[config.mk]
export PLATFORM = sky130hd
export DESIGN_NAME = vga_scanout
export DESIGN_NICKNAME = d
export VERILOG_FILES = /design/src/rtl/vga_scanout.sv
export SDC_FILE = /design/constraint.sdc
export NUM_CORES = 1
export LEC_CHECK = 0
export BUFFER_PORTS_ARGS = -buffer_cell sky130_fd_sc_hd__buf_4
export CORE_MARGIN = 2
export CORE_UTILIZATION = 40
export DETAILED_ROUTE_END_ITERATION = 8
export GPL_ROUTABILITY_DRIVEN = 0
export PLACE_DENSITY = 0.7
export SYNTH_ARGS = -nofsm -noshare
export SYNTH_HDL_FRONTEND = slang
export SYNTH_SLANG_ARGS = --single-unit
[constraint.sdc]
create_clock -name clk -period 4.6 [get_ports clk]
set_input_delay 0.92 -clock clk [delete_from_list [all_inputs] [get_ports clk]]
set_output_delay 0.92 -clock clk [all_outputs]
set_load 0.02 [all_outputs]
[src/rtl/vga_scanout.sv]
// XGA raster generator and grayscale frame-buffer scanout. Counters drive a fetch stage and a
// flag delay line so that sync, colour and frame_start arrive together with the fetched pixels.
module vga_scanout #(
    parameter int          H_ACTIVE    = 1024,
    parameter int          H_FP        = 24,
    parameter int          H_SYNC      = 136,
    parameter int          H_BP        = 160,
    parameter int          V_ACTIVE    = 768,
    parameter int          V_FP        = 3,
    parameter int          V_SYNC      = 6,
    parameter int          V_BP        = 29,
    parameter int          IMG_W       = 512,
    parameter int          IMG_H       = 512,
    parameter int          IMG_X       = 256,
    parameter int          IMG_Y       = 128,
    parameter logic [31:0] IMG_BASE0   = 32'h0000_0000,
    parameter logic [31:0] IMG_BASE1   = 32'h0004_0000,
    parameter int          MEM_LATENCY = 2,
    parameter logic [23:0] BORDER_RGB  = 24'h202020
) (
    input  logic        clk,
    input  logic        reset,
    input  logic        image_select,
    output logic        rd_en,
    output logic [31:0] rd_addr,
    input  logic [31:0] rd_data,
    output logic        hsync,
    output logic        vsync,
    output logic [23:0] rgb_out,
    output logic        frame_start
);

    localparam int H_TOTAL = H_ACTIVE + H_FP + H_SYNC + H_BP;
    localparam int V_TOTAL = V_ACTIVE + V_FP + V_SYNC + V_BP;
    localparam int HW      = $clog2(H_TOTAL);
    localparam int VW      = $clog2(V_TOTAL);
    localparam int DEPTH   = MEM_LATENCY + 1;

    typedef struct packed {
        logic       active;
        logic       in_img;
        logic       hs;
        logic       vs;
        logic [1:0] lane;
        logic       origin;
    } flags_t;

    logic [HW-1:0] h_cnt;
    logic [VW-1:0] v_cnt;
    logic          h_wrap;
    logic          v_wrap;
    logic [HW-1:0] h_off;
    logic [VW-1:0] v_off;
    logic [31:0]   pix_offset;
    logic [31:0]   base;
    logic          fetch;
    flags_t        flags0;
    flags_t        dly [DEPTH];
    flags_t        out_f;
    logic [31:0]   word;
    logic [7:0]    pixel;

    assign h_wrap = (h_cnt == HW'(H_TOTAL - 1));
    assign v_wrap = (v_cnt == VW'(V_TOTAL - 1));

    // NOTE: sequential state is always updated with <= so every flop samples pre-edge values.
    always_ff @(posedge clk or negedge reset) begin
        if (!reset) begin
            h_cnt <= '0;
            v_cnt <= '0;
        end else begin
            h_cnt <= h_wrap ? '0 : h_cnt + 1'b1;
            if (h_wrap)
                v_cnt <= v_wrap ? '0 : v_cnt + 1'b1;
        end
    end

    assign h_off      = h_cnt - HW'(IMG_X);
    assign v_off      = v_cnt - VW'(IMG_Y);
    assign pix_offset = 32'(v_off) * 32'(IMG_W) + 32'(h_off);

    // NOTE: every always_comb output gets a default first so no path can infer a latch.
    always_comb begin
        flags0        = '0;
        flags0.active = (h_cnt < HW'(H_ACTIVE)) && (v_cnt < VW'(V_ACTIVE));
        flags0.in_img = (h_cnt >= HW'(IMG_X)) && (h_cnt < HW'(IMG_X + IMG_W)) &&
                        (v_cnt >= VW'(IMG_Y)) && (v_cnt < VW'(IMG_Y + IMG_H));
        flags0.hs     = (h_cnt >= HW'(H_ACTIVE + H_FP)) &&
                        (h_cnt < HW'(H_ACTIVE + H_FP + H_SYNC));
        flags0.vs     = (v_cnt >= VW'(V_ACTIVE + V_FP)) &&
                        (v_cnt < VW'(V_ACTIVE + V_FP + V_SYNC));
        flags0.lane   = h_off[1:0];
        flags0.origin = (h_cnt == '0) && (v_cnt == '0);
    end

    assign fetch = flags0.in_img && (flags0.lane == 2'd0);

    // The buffer only changes on the last pixel of a frame, so a frame never mixes buffers.
    always_ff @(posedge clk or negedge reset) begin
        if (!reset) begin
            base    <= IMG_BASE0;
            rd_en   <= 1'b0;
            rd_addr <= '0;
        end else begin
            if (h_wrap && v_wrap)
                base <= image_select ? IMG_BASE1 : IMG_BASE0;
            rd_en <= fetch;
            if (fetch)
                rd_addr <= base + pix_offset;
        end
    end

    always_ff @(posedge clk or negedge reset) begin
        if (!reset) begin
            for (int i = 0; i < DEPTH; i++)
                dly[i] <= '0;
        end else begin
            dly[0] <= flags0;
            for (int i = 1; i < DEPTH; i++)
                dly[i] <= dly[i-1];
        end
    end

    // NOTE: the word register is pure datapath; the reset flags already force blank output,
    // so it carries no reset.
    always_ff @(posedge clk) begin
        if (dly[MEM_LATENCY-1].in_img && (dly[MEM_LATENCY-1].lane == 2'd0))
            word <= rd_data;
    end

    assign out_f = dly[DEPTH-1];
    assign pixel = word[{out_f.lane, 3'b000} +: 8];

    always_comb begin
        rgb_out = '0;
        if (out_f.in_img)
            rgb_out = {pixel, pixel, pixel};
        else if (out_f.active)
            rgb_out = BORDER_RGB;
    end

    assign hsync       = ~out_f.hs;
    assign vsync       = ~out_f.vs;
    assign frame_start = out_f.origin;

endmodule

# Word-level counts from Yosys, hierarchy flattened
# Index checks and enable logic that the tools add are counted.
# totals
ff_bits	139
input_bits	35
out_inout_bits	60
word_cells	64
# classes
n_addsub	6
order_cmp	10
n_eq_ne	2
shifts	1
muxes	5
bitwise_logic	2
reduce_logical	14
# op_table
operator	count
$add A32 B20 Y32	1
$shiftx A32 B6 Y8	1
$lt A10 B10 Y1 const B	3
$mux W24	1
$lt A11 B11 Y1 const B	2
$mux W22	1
$add A19 B11 Y20	1
$mux W19	1
$add A11 B1 Y11 const B	1
$eq A11 B11 Y1 const B	1
$ge A11 B11 Y1 const B	1
$ge A11 B9 Y1 const B	1
$logic_not A11 Y1	1
$lt A11 B10 Y1 const B	1
$mux W11	1
$sub A11 B9 Y11 const B	1
$add A10 B1 Y10 const B	1
$eq A10 B10 Y1 const B	1
$ge A10 B10 Y1 const B	1
$ge A10 B8 Y1 const B	1
$logic_and A1 B1 Y1	10
$logic_not A10 Y1	1
$mux W10	1
$sub A10 B8 Y10 const B	1
other kinds (2)	4

# Longest topological paths before layout
# depth
depth_word	5
depth_mapped	10
ltp_nobuf	10

# Worst setup path after synthesis
# Ideal clock, no wire load.
# synth_timing
path_kind	register to register
from	reg dly[9] in the netlist's numbering
to	reg word[0] (enable)
setup_ns	0.468
t_arrival_ns	2.760
required_ns	4.132
setup_slack_ns	1.373
path_stages_with_launch	2
path_buffers	0
period_less_slack_ns	3.227
path_cell_list	dfrtp_1 > nor3b_1
# synth_between
elab_chain_len	2
# synth_lines
item	line_no	rtl
start: declaration	58	flags_t dly [DEPTH];
start signal: indexed assignment	120	dly[i] <= dly[i-1];
$logic_not A2 Y1	127	if (dly[MEM_LATENCY-1].in_img && (dly[MEM_LATENCY-1].lane == 2'd0))
$logic_and A1 B1 Y1	127	
end signal: assignment	128	word <= rd_data;
end: declaration	60	logic [31:0] word;
# No other way between the ends.
# A chain may end at the register's enable or synchronous reset.

# Worst setup path after layout
# layout_timing
from	reg dly[1] in the netlist's numbering
to	out rgb_out[13]
# layout_between
elab_chain_len	2
# layout_lines
item	line_no	rtl
$shiftx A32 B6 Y8	132	assign pixel = word[{out_f.lane, 3'b000} +: 8];
$mux W24	136	if (out_f.in_img)
end: declaration	29	output logic [23:0] rgb_out,
# No other way between the ends.

==> flow_metrics.tcl <==
set metrics [dict create \
    grt_busiest_layer "met2" \
    yosysSeqAreaShare_pct 56.9 \
    initial_core_util_pct 41.2 \
    grt_pass1_vias 2680 \
    cts-root-buf "clkbuf_16" \
    cts_sinks 96 \
    cp_num_buf_inv 1 \
    arrival_ns 2.01 \
    cp_max_fo 8 \
    path_cells "mux4_2 -> mux2_2 -> buf_4" \
    crit_required_ns 3.68 \
    wl_um 8370 \
    dp_slack_ns 1.97 \
    ys_ff_latch 96 \
    final.fill_count 942 \
    synthArstFlopShare_pct 66.7 \
    p_leak_nw 2.36 \
    synthCells 345 \
    slew_headroom_pct 46.9 \
    dp_hpwl_um 5920 \
    rsz0062_at_grt "false" \
    syn_area_um2 4500 \
    start_kind "register" \
    portBuffers 82 \
    yosys.area.top_type_share_pct 35.6 \
    worst_hold_path_type "reg2reg" \
    max_freq_ghz 0.341 \
    yosysMostFrequentCell "dfrtp_1" \
    avgRoutedWirePerCell_um 15.1 \
    cts_max_level 3 \
    antenna_left 0 \
    cap_violations 0 \
    num_antenna_cells 0 \
    coreArea_um2 10900 \
    num_vias 2764 \
    slowest_delay_ns 0.65 \
    ys.flop_type "dfrtp_1" \
    syn_area_per_cell_um2 13.1 \
    drc_errors 0 \
    fin_crit_sh_pct 63.7 \
    cp-end-kind "output port" \
    synth_top_cell_by_area "dfrtp_1" \
    grt_max_degree 65 \
    cts.clk_slew.worst_paths_ns 0.07 \
    drt-vias-per-instance 4.99 \
    synth_edf_count 32 \
    die_x_um 110 \
    fp.dieArea_um2 12100 \
    finalCriticalPeriod_ns 2.93 \
    yosys-top-cells-area "dfrtp_1 36%, edfxtp_1 21%, ha_1 4.7%" \
    postPlaceCellArea_um2 5050 \
    design_area_um2 5390 \
    use_met3_pct 3.29 \
    rows 38 \
    cts_max_path_buffers 2 \
    crit_family "multiplexers" \
    numCtsBuffers 9 \
    p_per_area_nw_per_um2 325 \
    clk_latency_ns 0.34 \
    worst_pin_slew_ns 0.796 \
    irDropWorstVdd_mv 0.161 \
    dr.first_iter.drc_count 201 \
    synth.distinct_cells 51 \
    areaGrowthSynthToFinish_pct 19.7 \
    ys_warn_count 0 \
    hold_viol 0 \
    grt_antenna_before_repair 0 \
    outcome "complete, no violations" \
    cts_tree "yes" \
    drive_above_1_share_pct 32.9 \
    io_pins 95 \
    cts_resized 0 \
    grt_first_pass_wirelength_um 13300 \
    fin_setup_tns_ns 0 \
    grt_overflow_total 0 \
    setup_viol 0 \
    final.setup.worst_slack_ns 1.67 \
    fin_nets 462 \
    total_power_mw 1.75 \
    grtUsageMet2_pct 22.7 \
    dr.pass1.iters 4 \
    grtUsageMet1_pct 19.6 \
    post-route-util_pct 49.3 \
    track_usage_pct 14.4 \
    cts_setup_buffers 0 \
    fin_skew_ns 0.00702 \
    dp.cells 538 \
    hold_ws_ns 0.347 \
    worst_path_max_delay_cell "dfrtp_1" \
    synth_common_cells "64 x dfrtp_1, 32 x edfxtp_1, 28 x buf_4, 21 x inv_1, 17 x ha_1" \
    crit_type "reg2out" \
    final_max_slew_viol_count 0 \
    die_height_um 110 \
    final_cells 554 \
    holdBufCountCts 0 \
]
-- cell usage in the layout, fill, tap and decap left out, drive strengths merged, types with 3 or more instances in the layout --
cell type  Yosys  routed
a21oi         10      10
a22o           4       4
a31oi          5       5
and2          10      10
buf           34      83
clkbuf         7       9
conb           1      12
dfrtp         64      64
edfxtp        32      32
ha            17      17
inv           22      25
mux2          15      15
mux4           8       8
nand2         14      14
nand3         12      12
nand4         10      10
nor2           7       7
nor3           7       7
nor3b          3       3
nor4           4       4
o21ai         15      15
or3            5       5
xnor2         13      13
xor2           5       5
-- power breakdown --
part | internal [mW] | switching, mW | leakage, nW
Clock | 0.488 | 0.340 | 0.164
Combinational | 0.0179 | 0.0233 | 1.06
Sequential | 0.883 | 0 | 1.13
Total | 1.39 | 0.363 | 2.36
-- final cells by class --
cell class / count / area [µm²] / area share, %
clock inverter: 7 / 111 / 2.07
inverter: 22 / 87.6 / 1.63
sequential: 96 / 2560 / 47.6
timing repair buffer: 83 / 623 / 11.6
clock buffer: 9 / 225 / 4.18
multi-input combinational: 197 / 1600 / 29.8
tap: 140 / 175 / 3.25
-- worst reg2reg max path: cells and delay by family (launching register included) --
| kind | cells | cell delay (ns) |
|---|---|---|
| simple gates | 2 | 0.93 |
| flops | 1 | 0.45 |
| buf+inv | 2 | 0.38 |
| mux | 1 | 0.35 |
| fa+ha+maj | 1 | 0.21 |
| compound gates | 1 | 0.18 |
-- flip-flops by register name (all words and copies together) (netlist names) --
signal and cells:
frame_start 1, word 32, dly 20, rd_en 1
h_cnt 11, v_cnt 10, base 1, rd_addr 20
-- path summary, 6_finish.rpt --
path	start	slack (ns)	end	cells past startpoint
worst max-delay path	dly[1]	1.67	rgb_out[13]	3
worst min-delay path	dly[17]	0.35	dly[10]	0
worst max register to register	h_cnt[9]	1.98	rd_addr[9]	7
worst min register to register	dly[17]	0.35	dly[10]	0
max in group asynchronous	reset	3.41	rd_addr[18]	1
min in group asynchronous	reset	0.64	v_cnt[6]	1
-- metal layers --
layer	routed length, µm	share of wire (%)	vias up
met3	621	7.4	6
met1	3770	45	1339
met4	99	1.2	0
met2	3880	46	116
met5	0	0	-
li1	-	-	1303
-- cells by family after synthesis --
family	Yosys count	synth area share, %
AOI/OAI and AO/OA	40	5.78
and+or+nand+nor	84	11.2
buffers and inverters	63	8.50
other	1	0.0833
xor gates and xnor gates	18	3.50
DFF	96	56.9
adders and majority gates	18	5.17
muxes	25	8.86
No activity file was read; power rests on OpenSTA's default activity.
